<file path="config.mk">
export PLATFORM = sky130hd
export DESIGN_NAME = clz_norm
export DESIGN_NICKNAME = d
export VERILOG_FILES = /design/src/rtl/clz_norm.sv
export SDC_FILE = /design/constraint.sdc
export NUM_CORES = 1
export LEC_CHECK = 0
export BUFFER_PORTS_ARGS = -buffer_cell sky130_fd_sc_hd__buf_2
export CAP_MARGIN = 20
export CELL_PAD_IN_SITES_DETAIL_PLACEMENT = 1
export CELL_PAD_IN_SITES_GLOBAL_PLACEMENT = 1
export CORE_MARGIN = 10
export CORE_UTILIZATION = 45
export CTS_CLUSTER_DIAMETER = 80
export CTS_CLUSTER_SIZE = 24
export DETAILED_ROUTE_END_ITERATION = 12
export MAX_ROUTING_LAYER = met4
export PLACE_DENSITY = 0.8
export SYNTH_ARGS = -nofsm -noshare
export SYNTH_HDL_FRONTEND = slang
export SYNTH_SLANG_ARGS = --single-unit
</file>
<file path="constraint.sdc">
create_clock -name clk -period 4.02 [get_ports clk]
set_clock_uncertainty 0.1 [all_clocks]
set_input_delay 0.402 -clock clk [delete_from_list [all_inputs] [get_ports clk]]
set_output_delay 0.402 -clock clk [all_outputs]
set_load 0.02 [all_outputs]
</file>
<file path="src/rtl/clz_norm.sv">
// Multi-cycle CLZ/CLO counter and normalizer: a 5-stage binary search over the
// operand yields the leading-bit count and the word shifted left by that count.
module clz_norm (
  input  logic        clk,
  input  logic        clrn,
  input  logic        start,
  input  logic [31:0] d,
  input  logic        ones,
  output logic        busy,
  output logic        done,
  output logic [5:0]  count,
  output logic [31:0] norm
);

  // Handshake: start is accepted only in IDLE; busy is high from the accepting
  // edge until the result edge; done pulses for one cycle with count/norm valid.
  typedef enum logic [1:0] {IDLE, RUN, FIN} state_e;

  state_e      state_q;
  logic [31:0] x_q;
  logic [31:0] n_q;
  logic [5:0]  cnt_q;
  logic [2:0]  step_q;

  logic [4:0]  stage_sh;
  logic        stage_hit;
  logic [4:0]  shift_amt;

  // Stage s = 16 >> step; shift only if the top s bits of the search word are clear.
  always_comb begin
    stage_sh  = 5'd0;
    stage_hit = 1'b0;
    case (step_q)
      3'd0: begin stage_sh = 5'd16; stage_hit = (x_q[31:16] == 16'h0); end
      3'd1: begin stage_sh = 5'd8;  stage_hit = (x_q[31:24] == 8'h0);  end
      3'd2: begin stage_sh = 5'd4;  stage_hit = (x_q[31:28] == 4'h0);  end
      3'd3: begin stage_sh = 5'd2;  stage_hit = (x_q[31:30] == 2'h0);  end
      3'd4: begin stage_sh = 5'd1;  stage_hit = ~x_q[31];              end
      default: begin stage_sh = 5'd0; stage_hit = 1'b0; end
    endcase
  end

  assign shift_amt = stage_hit ? stage_sh : 5'd0;

  always_ff @(posedge clk) begin
    if (!clrn) begin
      state_q <= IDLE;
      x_q     <= 32'h0;
      n_q     <= 32'h0;
      cnt_q   <= 6'd0;
      step_q  <= 3'd0;
      busy    <= 1'b0;
      done    <= 1'b0;
      count   <= 6'd0;
      norm    <= 32'h0;
    end else begin
      done <= 1'b0;
      case (state_q)
        IDLE: begin
          if (start) begin
            x_q     <= ones ? ~d : d;
            n_q     <= d;
            cnt_q   <= 6'd0;
            step_q  <= 3'd0;
            busy    <= 1'b1;
            state_q <= RUN;
          end
        end
        RUN: begin
          x_q    <= x_q << shift_amt;
          n_q    <= n_q << shift_amt;
          cnt_q  <= cnt_q + {1'b0, shift_amt};
          step_q <= step_q + 3'd1;
          if (step_q == 3'd4) state_q <= FIN;
        end
        FIN: begin
          // A search word still clear at bit 31 means no terminating bit existed.
          if (!x_q[31]) begin
            count <= 6'd32;
            norm  <= 32'h0;
          end else begin
            count <= cnt_q;
            norm  <= n_q;
          end
          done    <= 1'b1;
          busy    <= 1'b0;
          state_q <= IDLE;
        end
        default: state_q <= IDLE;
      endcase
    end
  end

endmodule

</file>
==> flow_summary.yaml <==
status:
  status: "complete, no violations"
floorplan:
  die_y_um: 157
  die_x_um: 157
  initial_core_util_pct: 45.6
  boundaryPins: 76
  rows: 50
  die_area_mm2: 0.0247
  coreArea_mm2: 0.0186
cts:
  hold_buffers: 0
  cts_post_setup_buffers_inserted: 0
  clock-sinks: 115
  root_buffer: "clkbuf_16"
  clockBufferDepth: 2
  cts_tree: "done"
  clkTransAtPathRegs_ns: 0.06
  ctsHtreeMaxLevel: 4
  cts_resized: 0
  numCtsBuffers: 17
  clk_latency_ns: 0.44
global_route:
  grt_max_degree: 66
  grt_pass1_wl_um: 59800
  antenna_found_initial: 1
  grt_pass1_vias: 9600
  grtUsageTotal_pct: 32.3
  grt-ovfl-total: 0
sta:
  slew-limit-headroom_pct: 31.5
  hold_slack_ns: 0.149
  drv_slew: 0
  min_period_ns: 3.65
  setup_tns_ns: 0
  max_freq_mhz: 274
  fin_crit_sh_pct: 90.8
  rsz0062_at_grt: "no"
  worst-slew-pin-transition_ns: 1.03
  final_hold_viol_count: 0
  setup_viol: 0
synth:
  synth_cell_types: 75
  syn_inst: 1081
  synth_edf_count: 0
  synth_warnings: 0
  ys_seq_area_share_pct: 27.2
  synth_nets: 1128
  netlist_area_mm2: 0.00846
  syn_avg_cell_area_um2: 7.83
  synth_flop_cell: "dfxtp_1"
  synth.ff_latch_count: 115
  synth_async_sr_flop_share_pct: 0
cells_and_area:
  layout-drive-gt1-share_pct: 18.4
  finalNetCount: 1169
  n_fill_cell: 2287
  area_growth_pct: 15.4
critical_path:
  worstSetupEndpointType: "flop"
  cpPeakStageDelay_ns: 0.56
  path_cells: "ha_1 -> ha_1 -> nand2b_1 -> a21oi_1 -> nand3_1 -> nand2_1 -> ha_1 -> a21oi_1 -> mux2_2 -> a22oi_1 -> nor2_1"
  crit_path_start_kind: "flop"
  path_buf_inv: 0
  cp_slowest_cell: "a21oi_1"
  cp_data_required_time_ns: 4.21
  r2r-start: "step_q[0]$_SDFFE_PN0P_"
  crit_family: "simple AND/OR/NAND/NOR gates"
  crit_start: "step_q[0]$_SDFFE_PN0P_"
  path_class: "reg2reg"
  cpMostUsedCell: "ha_1"
  crit_path_max_fanout: 7
  cp.arrival_ns: 3.84
drt:
  wirelength_um: 39000
  drt_iter0_drc: 1038
  vias: 9651
  antenna_left: 0
  drc_errors: 0
  wl_per_cell_um: 28.5
  viasPerCell: 7.04
  firstDrtPassIters: 8
power_and_ir_drop:
  pwr-share-clk_pct: 44.9
  power_mw: 3.79
  ir_worst_vdd_mv: 0.318
  pwr-share-comb_pct: 19.7
  power_leakage_nw: 3.95
  switching_share_pct: 32.8
  switchingPower_mw: 1.24
  power_density_mw_per_mm2: 388
  p_int_mw: 2.55
  seqPwrFrac_pct: 35.4
placement:
  io_buffer_count: 75
  dp_hpwl_um: 27500
  gp_congestion: 0.984
hold_path:
  hp-start: "d[1]"
  hp-class: "in2reg"
flow_run:
  maxCapViolations: 0
-- cell type report --
class | instances | area [um2] | area share, %
antenna | 1 | 2.50 | 0.0256
clock buffer | 19 | 443 | 4.53
clock inverter | 13 | 198 | 2.02
inverter | 19 | 71.3 | 0.730
multi-input combinational | 847 | 5690 | 58.2
sequential | 115 | 2300 | 23.6
tap | 234 | 293 | 3.00
timing repair buffer | 122 | 769 | 7.88
-- sequential cells by signal, summed over array words and instances, names as in the netlist --
| signal | flops |
|---|---|
| n_q | 32 |
| cnt_q | 6 |
| count | 6 |
| x_q | 32 |
| busy | 1 |
| norm | 32 |
| state_q | 2 |
| done | 1 |
| step_q | 3 |
-- cells in the final DEF (no fill, tap or decap), types with 17 or more instances in the layout --
cell type  instances
dfxtp_1          115
nand2_1          114
a21oi_1          113
o21ai_0           94
buf_2             75
nand3_1           67
nor2_1            57
mux2i_1           50
buf_4             43
a211oi_1          29
a221oi_1          28
xor2_1            21
mux4_2            21
a31oi_1           21
nor3_1            19
and3_1            18
clkbuf_16         17
-- layer usage --
metal / part of all wire (%) / vias to the layer above / routed length (um) / global-route usage, %
met3: 10 / 122 / 4010 / 8.46
met2: 44 / 579 / 17300 / 47.7
met1: 41 / 4774 / 16200 / 41.0
met5: 0 / - / 0 / -
li1: - / 4176 / - / -
met4: 4.0 / 0 / 1570 / 13.8
-- power by group through the flow --
stage,registers [mW],clock network [mW],logic (mW)
finish,1.34,1.70,0.749
global route,1.35,1.77,0.796
CTS,1.33,1.71,0.722
detailed placement,1.36,0,0.714
global placement,1.35,0,0.708
floorplan,1.29,0,0.488
-- synth_stat cells (17+ instances only) --
cell,n,area (um2)
a211oi_1,29,218
a21oi_1,113,566
a221oi_1,28,245
a31oi_1,21,131
and3_1,18,113
buf_2,24,120
clkbuf_1,58,218
dfxtp_1,115,2300
inv_1,17,63.8
mux2i_1,50,500
mux4_2,21,473
nand2_1,115,432
nand3_1,67,335
nor2_1,59,221
nor3_1,19,95.1
o21ai_0,96,480
xor2_1,21,184
-- path summary, 6_finish.rpt --
check,endpoint,slack [ns],cells after the start
max,cnt_q[5]$_SDFFE_PN0P_,0.37,11
min,n_q[1]$_SDFFE_PN0P_,0.15,3
max reg2reg,cnt_q[5]$_SDFFE_PN0P_,0.37,11
min reg2reg,count[2]$_SDFFE_PN0P_,0.35,2
-- worst min-delay path, stage by stage --
cell and delay, ns:
buf_2 0.11, nand2_1 0.05, a311oi_1 0.08
-- kinds of logic (layout without fill, tap and decap cells) --
logic type      count (synthesis)  after routing  share of synthesized area [%]
compound gates                406            406                           31.0
simple gates                  309            309                           17.0
buf+inv                       119            173                           5.96
flops                         115            115                           27.2
mux                            86             86                           13.5
xor+xnor                       35             35                           3.62
fa+ha+maj                      11             11                           1.71
other cells                     0              1                              0
-- through the flow --
step           setup slack (ns)  std cells  area [um2]  utilization (%)
3_5_place_dp              0.564       1336        9110             49.1
6_report                  0.372       1370        9770             52.6
2_1_floorplan             0.584       1081        8460                -
5_1_grt                   0.200       1370        9770             52.6
4_1_cts                   0.495       1368        9760             52.5
3_3_place_gp              0.686       1336        9110             49.1
Note: power is estimated with default switching activity, not from simulation.
